File: src/rtl/intr_pkg.sv
// Shared types and constants for the interrupt controller.
package intr_pkg;

    typedef enum logic [1:0] {
        ST_IDLE     = 2'd0,
        ST_REDIRECT = 2'd1,
        ST_HANDLER  = 2'd2
    } intr_state_e;

    localparam logic [31:0] VEC_BASE_DEFAULT   = 32'h0000_0100;
    localparam int unsigned VEC_STRIDE_DEFAULT = 16;

    // Width of an interrupt index; never narrower than one bit.
    function automatic int id_width(input int n);
        return (n > 2) ? $clog2(n) : 1;
    endfunction

endpackage

File: src/rtl/irq_sync_edge.sv
// One interrupt line: multi-flop synchroniser followed by a rising-edge detector.
module irq_sync_edge #(
    parameter int SYNC_STAGES = 2
) (
    input  logic clk,
    input  logic rst,
    input  logic irq_i,
    output logic rise_o
);

    logic [SYNC_STAGES-1:0] sync_q;
    logic                   prev_q;
    logic                   sync_out;

    assign sync_out = sync_q[SYNC_STAGES-1];

    always_ff @(posedge clk or posedge rst) begin
        if (rst) begin
            sync_q <= '0;
            prev_q <= 1'b0;
        end else begin
            sync_q <= {sync_q[SYNC_STAGES-2:0], irq_i};
            prev_q <= sync_out;
        end
    end

    // prev clears on reset, so a line already high at release reports an edge.
    assign rise_o = sync_out & ~prev_q;

endmodule

File: src/rtl/intr_ctrl.sv
// Interrupt controller: latches line edges as pending, picks the lowest eligible
// index and issues a one-shot redirect to fetch, then waits for mret.
module intr_ctrl
    import intr_pkg::*;
#(
    parameter int          NUM_IRQ     = 4,
    parameter int          SYNC_STAGES = 2,
    parameter logic [31:0] VEC_BASE    = VEC_BASE_DEFAULT,
    parameter int unsigned VEC_STRIDE  = VEC_STRIDE_DEFAULT,
    localparam int         ID_W        = id_width(NUM_IRQ)
) (
    input  logic               clk,
    input  logic               rst,
    input  logic [NUM_IRQ-1:0] irq_in,
    input  logic [NUM_IRQ-1:0] irq_mask,
    input  logic               global_en,
    input  logic               stall,
    input  logic [31:0]        pc_resume,
    input  logic               mret,
    output logic               interrupt_en,
    output logic [31:0]        interrupt_handling_addr,
    output logic [31:0]        epc,
    output logic               in_handler,
    output logic [ID_W-1:0]    active_id,
    output logic [NUM_IRQ-1:0] pending,
    output intr_state_e        state_o
);

    logic [NUM_IRQ-1:0] rise;
    logic [NUM_IRQ-1:0] eligible;
    logic [NUM_IRQ-1:0] clr;
    logic               sel_valid;
    logic [ID_W-1:0]    sel_id;

    intr_state_e        state_q, state_d;
    logic [NUM_IRQ-1:0] pending_q, pending_d;
    logic [ID_W-1:0]    active_id_q, active_id_d;
    logic [31:0]        addr_q, addr_d;
    logic [31:0]        epc_q, epc_d;

    for (genvar g = 0; g < NUM_IRQ; g++) begin : g_line
        irq_sync_edge #(
            .SYNC_STAGES(SYNC_STAGES)
        ) u_sync (
            .clk   (clk),
            .rst   (rst),
            .irq_i (irq_in[g]),
            .rise_o(rise[g])
        );
    end

    assign eligible = pending_q & irq_mask;

    // Scanning downward leaves the lowest set index as the winner.
    always_comb begin
        sel_valid = 1'b0;
        sel_id    = '0;
        for (int i = NUM_IRQ - 1; i >= 0; i--) begin
            if (eligible[i]) begin
                sel_valid = 1'b1;
                sel_id    = ID_W'(i);
            end
        end
    end

    always_comb begin
        state_d     = state_q;
        active_id_d = active_id_q;
        addr_d      = addr_q;
        epc_d       = epc_q;
        clr         = '0;
        case (state_q)
            ST_IDLE: begin
                if (global_en && sel_valid) begin
                    state_d     = ST_REDIRECT;
                    active_id_d = sel_id;
                    addr_d      = VEC_BASE + (32'(sel_id) * VEC_STRIDE);
                    clr         = NUM_IRQ'(1) << sel_id;
                end
            end
            ST_REDIRECT: begin
                if (!stall) begin
                    epc_d   = pc_resume;
                    state_d = ST_HANDLER;
                end
            end
            ST_HANDLER: begin
                if (mret) begin
                    state_d = ST_IDLE;
                end
            end
            default: state_d = ST_IDLE;
        endcase
        // A new edge on the bit being taken keeps it pending.
        pending_d = (pending_q & ~clr) | rise;
    end

    always_ff @(posedge clk or posedge rst) begin
        if (rst) begin
            state_q     <= ST_IDLE;
            pending_q   <= '0;
            active_id_q <= '0;
            addr_q      <= '0;
            epc_q       <= '0;
        end else begin
            state_q     <= state_d;
            pending_q   <= pending_d;
            active_id_q <= active_id_d;
            addr_q      <= addr_d;
            epc_q       <= epc_d;
        end
    end

    assign interrupt_en            = (state_q == ST_REDIRECT);
    assign in_handler              = (state_q == ST_HANDLER);
    assign interrupt_handling_addr = addr_q;
    assign epc                     = epc_q;
    assign active_id               = active_id_q;
    assign pending                 = pending_q;
    assign state_o                 = state_q;

endmodule

File: config.mk
export PLATFORM = sky130hd
export DESIGN_NAME = intr_ctrl
export DESIGN_NICKNAME = d
export VERILOG_FILES = /design/src/rtl/intr_pkg.sv /design/src/rtl/irq_sync_edge.sv /design/src/rtl/intr_ctrl.sv
export SDC_FILE = /design/constraint.sdc
export NUM_CORES = 1
export LEC_CHECK = 0
export BUFFER_PORTS_ARGS = -buffer_cell sky130_fd_sc_hd__buf_4
export CORE_ASPECT_RATIO = 0.75
export CORE_MARGIN = 2
export CORE_UTILIZATION = 29
export CTS_CLUSTER_DIAMETER = 40
export CTS_CLUSTER_SIZE = 24
export DETAILED_ROUTE_END_ITERATION = 12
export PLACE_DENSITY_LB_ADDON = 0.3
export SLEW_MARGIN = 20
export SYNTH_ARGS = -nofsm -noshare
export SYNTH_HDL_FRONTEND = slang
export SYNTH_SLANG_ARGS = --single-unit
File: constraint.sdc
create_clock -name clk -period 2.9 [get_ports clk]
set_clock_uncertainty 0.2 [all_clocks]
set_input_delay 0.29 -clock clk [delete_from_list [all_inputs] [get_ports clk]]
set_output_delay 0.29 -clock clk [all_outputs]
set_load 0.01 [all_outputs]
# Yosys cells after proc, flatten, opt, wreduce, memory -nomap -nowiden
# Cells that the tools add are included.
[classes]
mux = 14
bitwise_logic = 13
shift = 1
n_addsub = 1
reduce_logical = 5
eq_ne = 5
[ops]
columns = ["op", "count"]
rows = [
  ["$mux 2", 7],
  ["$add 9x6->10 const A", 1],
  ["$and 4x4->4", 2],
  ["$mux 4", 2],
  ["$ne 2x2->1 const B", 3],
  ["$pmux 2 s3", 1],
  ["$not 1->1", 5],
  ["$and 1x1->1", 4],
  ["$mux 1", 4],
  ["$not 4->4", 1],
  ["$or 4x4->4", 1],
  ["$reduce_and 2->1", 2],
  ["$shl 1x2->4 const A", 1],
  ["$reduce_and 3->1", 1],
  ["$eq 2x1->1 const B", 1],
  ["$eq 2x2->1 const B", 1],
  ["$logic_not 2->1", 1],
  ["$logic_and 1x1->1", 1],
]
[word_totals]
regBits = 84
word_cells = 52

# Logic depth before layout (Yosys ltp)
[depth]
word_depth = 11
depth_mapped = 5

# Cells and area by module
# A second synthesis with hierarchy kept.
[hier_totals]
cells_unflattened = 158
hier_area_um2 = 2372.3
[modules_own_cells]
columns = ["module", "instances", "seq_area_each_um2", "cells_each", "area_per_inst_um2"]
rows = [
  ["intr_ctrl", 1, 1026.0, 138, 2001.9],
  ["irq_sync_edge", 4, 75.1, 5, 92.6],
]

# Least setup slack after synthesis
# Ideal clock, no wire load.
[synth_path]
path_kind = "register to register"
start = "reg state_q[0], in the netlist state_o[0]"
end = "reg epc_q[10], in the netlist epc[10]"
path_stages_with_launch = 6
n_path_buf = 2
setup_slack_ns = 1.219
t_arrival_ns = 1.355
cell_sequence = "dfrtp_1 -> nor2b_4 -> nor2b_4 -> buf_6 -> buf_12 -> mux2_4"
[synth_via]
elab_chain_len = 2
[synth_lines]
columns = ["element", "line_no", "rtl"]
rows = [
  ["start: declaration", "intr_ctrl.sv:35", "intr_state_e state_q, state_d;"],
  ["start signal: assignment", "intr_ctrl.sv:106", "state_q <= state_d;"],
  ["$eq 2x1->1", "n/a", ""],
  ["named net interrupt_en", "intr_ctrl.sv:20", "output logic interrupt_en,"],
  ["$reduce_and 2->1 (no line)", "n/a", ""],
  ["end signal: assignment", "intr_ctrl.sv:110", "epc_q <= epc_d;"],
  ["end: declaration", "intr_ctrl.sv:39", "logic [31:0] epc_q, epc_d;"],
]
# The timed path passes the listed nets, and every way through them passes these cells.
# A chain may end at the register's enable or synchronous reset.

# Worst setup path in the final report
[layout_path]
start = "reg state_q[0], in the netlist state_o[0]"
end = "reg epc_q[24], in the netlist epc[24]"
[layout_via]
elab_chain_len = 2
[layout_lines]
columns = ["element", "line_no", "rtl"]
rows = [
  ["$eq 2x1->1", "intr_ctrl.sv:72", "case (state_q)"],
  ["$reduce_and 2->1 (no line)", "n/a", ""],
]
# No other way between the ends.

==> out/metrics.yaml <==
status:
  status: "finished, final reports clean"
synth:
  synth-seq-cells: 53
  synth_area_um2: 2328
  synth_area_leaders: "dfrtp_1, mux2_4, buf_4"
  synth.distinct_cells: 24
  yosys_warnings: 0
  ys.flop_type: "dfrtp_1"
  post-synth-top-count-cell: "dfrtp_1"
  synth_cells: 155
  yosysSeqAreaShare: 0.5696
  yosysTopAreaCell: "dfrtp_1"
  yosys.area.top_type_share: 0.5696
  yosys-top-cells-count: "dfrtp_1, buf_4, mux2_4, inv_1, a22o_1"
  ys_async_sr_fraction: 1.000
  synth_edf_count: 0
  syn_area_per_cell_um2: 15.02
floorplanning:
  die_h_um: 81.60
  io-pin-count: 119
  die_w_um: 107.5
  fp.coreArea_um2: 7848
  dieArea_um2: 8770
  rows: 28
  start_util: 0.2967
detailed_routing:
  vias_per_cell: 3.928
  routed_wl_um: 4609
  drc_errors: 0
  drt_pass1_iterations: 4
  vias: 1469
  drt-initial-drc-count: 5
  final_antenna_net_count: 0
  wire_per_inst_um: 12.32
flow_run:
  drv_cap: 0
cts:
  cts-resized-gates: 0
  clk_path_buf_depth: 2
  worstSkewPairLatency_ns: 0.30
  h-tree-depth: 2
  cts.reportedPaths.clkPinSlew_ns: 0.09
  clock_sinks: 53
  cts_buffers: 5
  postCtsHoldBufs: 21
  tritoncts: "built"
  root_buffer: "clkbuf_8"
  postCtsSetupRepairBufs: 0
finish:
  multiInputGateArea_um2: 780.7
  nets: 315
  synthToLayoutAreaGrowth_pct: 40.35
  post-route-util: 0.4165
  register_area_um2: 1326
  antennaDiodeCount: 0
  fillers: 753
  fin_cells: 374
  layout-drive-gt1-share: 0.4870
power_and_ir_drop:
  p_leak_nw: 1.641
  swShare: 0.3107
  power.share.clock: 0.131
  peakVddDrop_mv: 0.5370
  switching_power_uw: 911.9
  p_per_area_nw_per_um2: 897.9
  seqPwrFrac: 0.415
  combPwrFrac: 0.454
  finalPower_mw: 2.935
  cellInternalPower_mw: 2.023
setup_path:
  cpMaxStageDelayCell: "nor2b_4"
  crit_family: "simple AND/OR/NAND/NOR gates"
  worstSetupPathType: "register to register"
  critPathLaunchType: "register"
  critPathBufInv: 1
  arrival_ns: 2.00
  end_kind: "register"
  crit_required_ns: 2.89
  slowest_delay_ns: 0.47
  cp_max_fo: 22
  cp_cell_sequence: "nor2b_4 > nor2b_4 > buf_12 > mux2_1"
  cp_common_cell: "nor2b_4"
timing:
  period_share: 0.6915
  relSlewSlack: 0.5078
  final-setup-viol-count: 0
  timing.final.ws_setup_ns: 0.8947
  hold_viol_final: 0
  rsz0062_at_grt: "false"
  clock.fmax_mhz: 498.7
  slew_viol_final: 0
  setup_tns_ns: 0
  layout_min_cycle_time_ns: 2.005
  tightest_slew_ns: 0.7372
worst_hold_path:
  min_path_type: "primary input to register"
global_routing:
  grt_pass1_vias: 1422
  antenna_found_initial: 0
  grt_max_degree: 35
  grt_pass1_wl_um: 7120
  grt_usage: 0.1075
  overflow: 0
place:
  hpwl_um: 3266
  routabilityCongestion: 0.6773
  dp_slack_ns: 0.8839
  place_inst: 345
  io_buffer_count: 89
## state kept, by name, summed over array words and instances, names as in the netlist
register and count:
state_o 2, epc 32, pending 4, g_line.u_sync.sync_q 8, interrupt_handling_addr 2, active_id 1
g_line.u_sync.prev_q 4
## metal layers
| metal | GRT usage | vias to the layer above | share of wire | wire, um |
|---|---|---|---|---|
| met5 | 0 | - | 0 | 0 |
| met1 | 0.1429 | 694 | 0.46 | 2104 |
| met2 | 0.1563 | 78 | 0.43 | 1992 |
| met3 | 0.03968 | 7 | 0.094 | 434 |
| met4 | 0.05000 | 0 | 0.017 | 77 |
| li1 | - | 690 | - | - |
## layout by cell type (no fill, tap or decap), types with 2 or more instances in the layout
cell,count
dlygate4sd3_1,23
nor2b_4,2
dfrtp_1,53
nand2_1,3
nand3_1,2
buf_4,91
conb_1,29
inv_1,5
a22oi_1,2
mux2_1,3
a21oi_1,3
a21o_1,2
a22o_1,5
clkbuf_8,5
mux2_4,29
## worst paths after layout
check                                           start                         end  slack (ns)  cells after the start
max reg2reg                                state_o[0]                     epc[24]        0.89                      4
min in group asynchronous                         rst                     epc[11]        0.48                      3
max                                        state_o[0]                     epc[24]        0.89                      4
min                                     pc_resume[11]                     epc[11]        0.01                      2
min reg2reg                g_line[1].u_sync.sync_q[0]  g_line[1].u_sync.sync_q[1]        0.15                      0
max in group asynchronous                         rst                     epc[19]        1.39                      4
## per-stage QoR
| stage | cell area (um^2) | hold slack [ns] |
|---|---|---|
| finish | 3268 | 0.01074 |
| global route | 3268 | 0.002610 |
| CTS | 3248 | 0.0007712 |
| detailed placement | 2964 | 0.1364 |
| global placement | 2964 | 0.1357 |
| floorplan | 2434 | 0.1214 |
## final cells by class
cell class / instances / area share
clock buffer: 5 / 0.02106
clock inverter: 1 / 0.001531
multi-input combinational: 89 / 0.2389
tap: 105 / 0.04020
timing repair buffer: 115 / 0.2856
inverter: 6 / 0.006891
sequential: 53 / 0.4058
## cell families after synthesis
kind of cell,synth area share
other,0.001610
AOI/OAI and AO/OA,0.04405
DFF,0.5696
buffers and inverters,0.1402
and+or+nand+nor,0.04299
muxes,0.2015
## power groups by stage
stage	clock network [mW]	logic, mW	registers (mW)
floorplan	0	0.693	1.32
global placement	0	1.31	1.23
detailed placement	0	1.33	1.22
CTS	0.409	1.35	1.22
global route	0.431	1.43	1.26
finish	0.386	1.33	1.22
No activity file was read; power rests on OpenSTA's default activity.
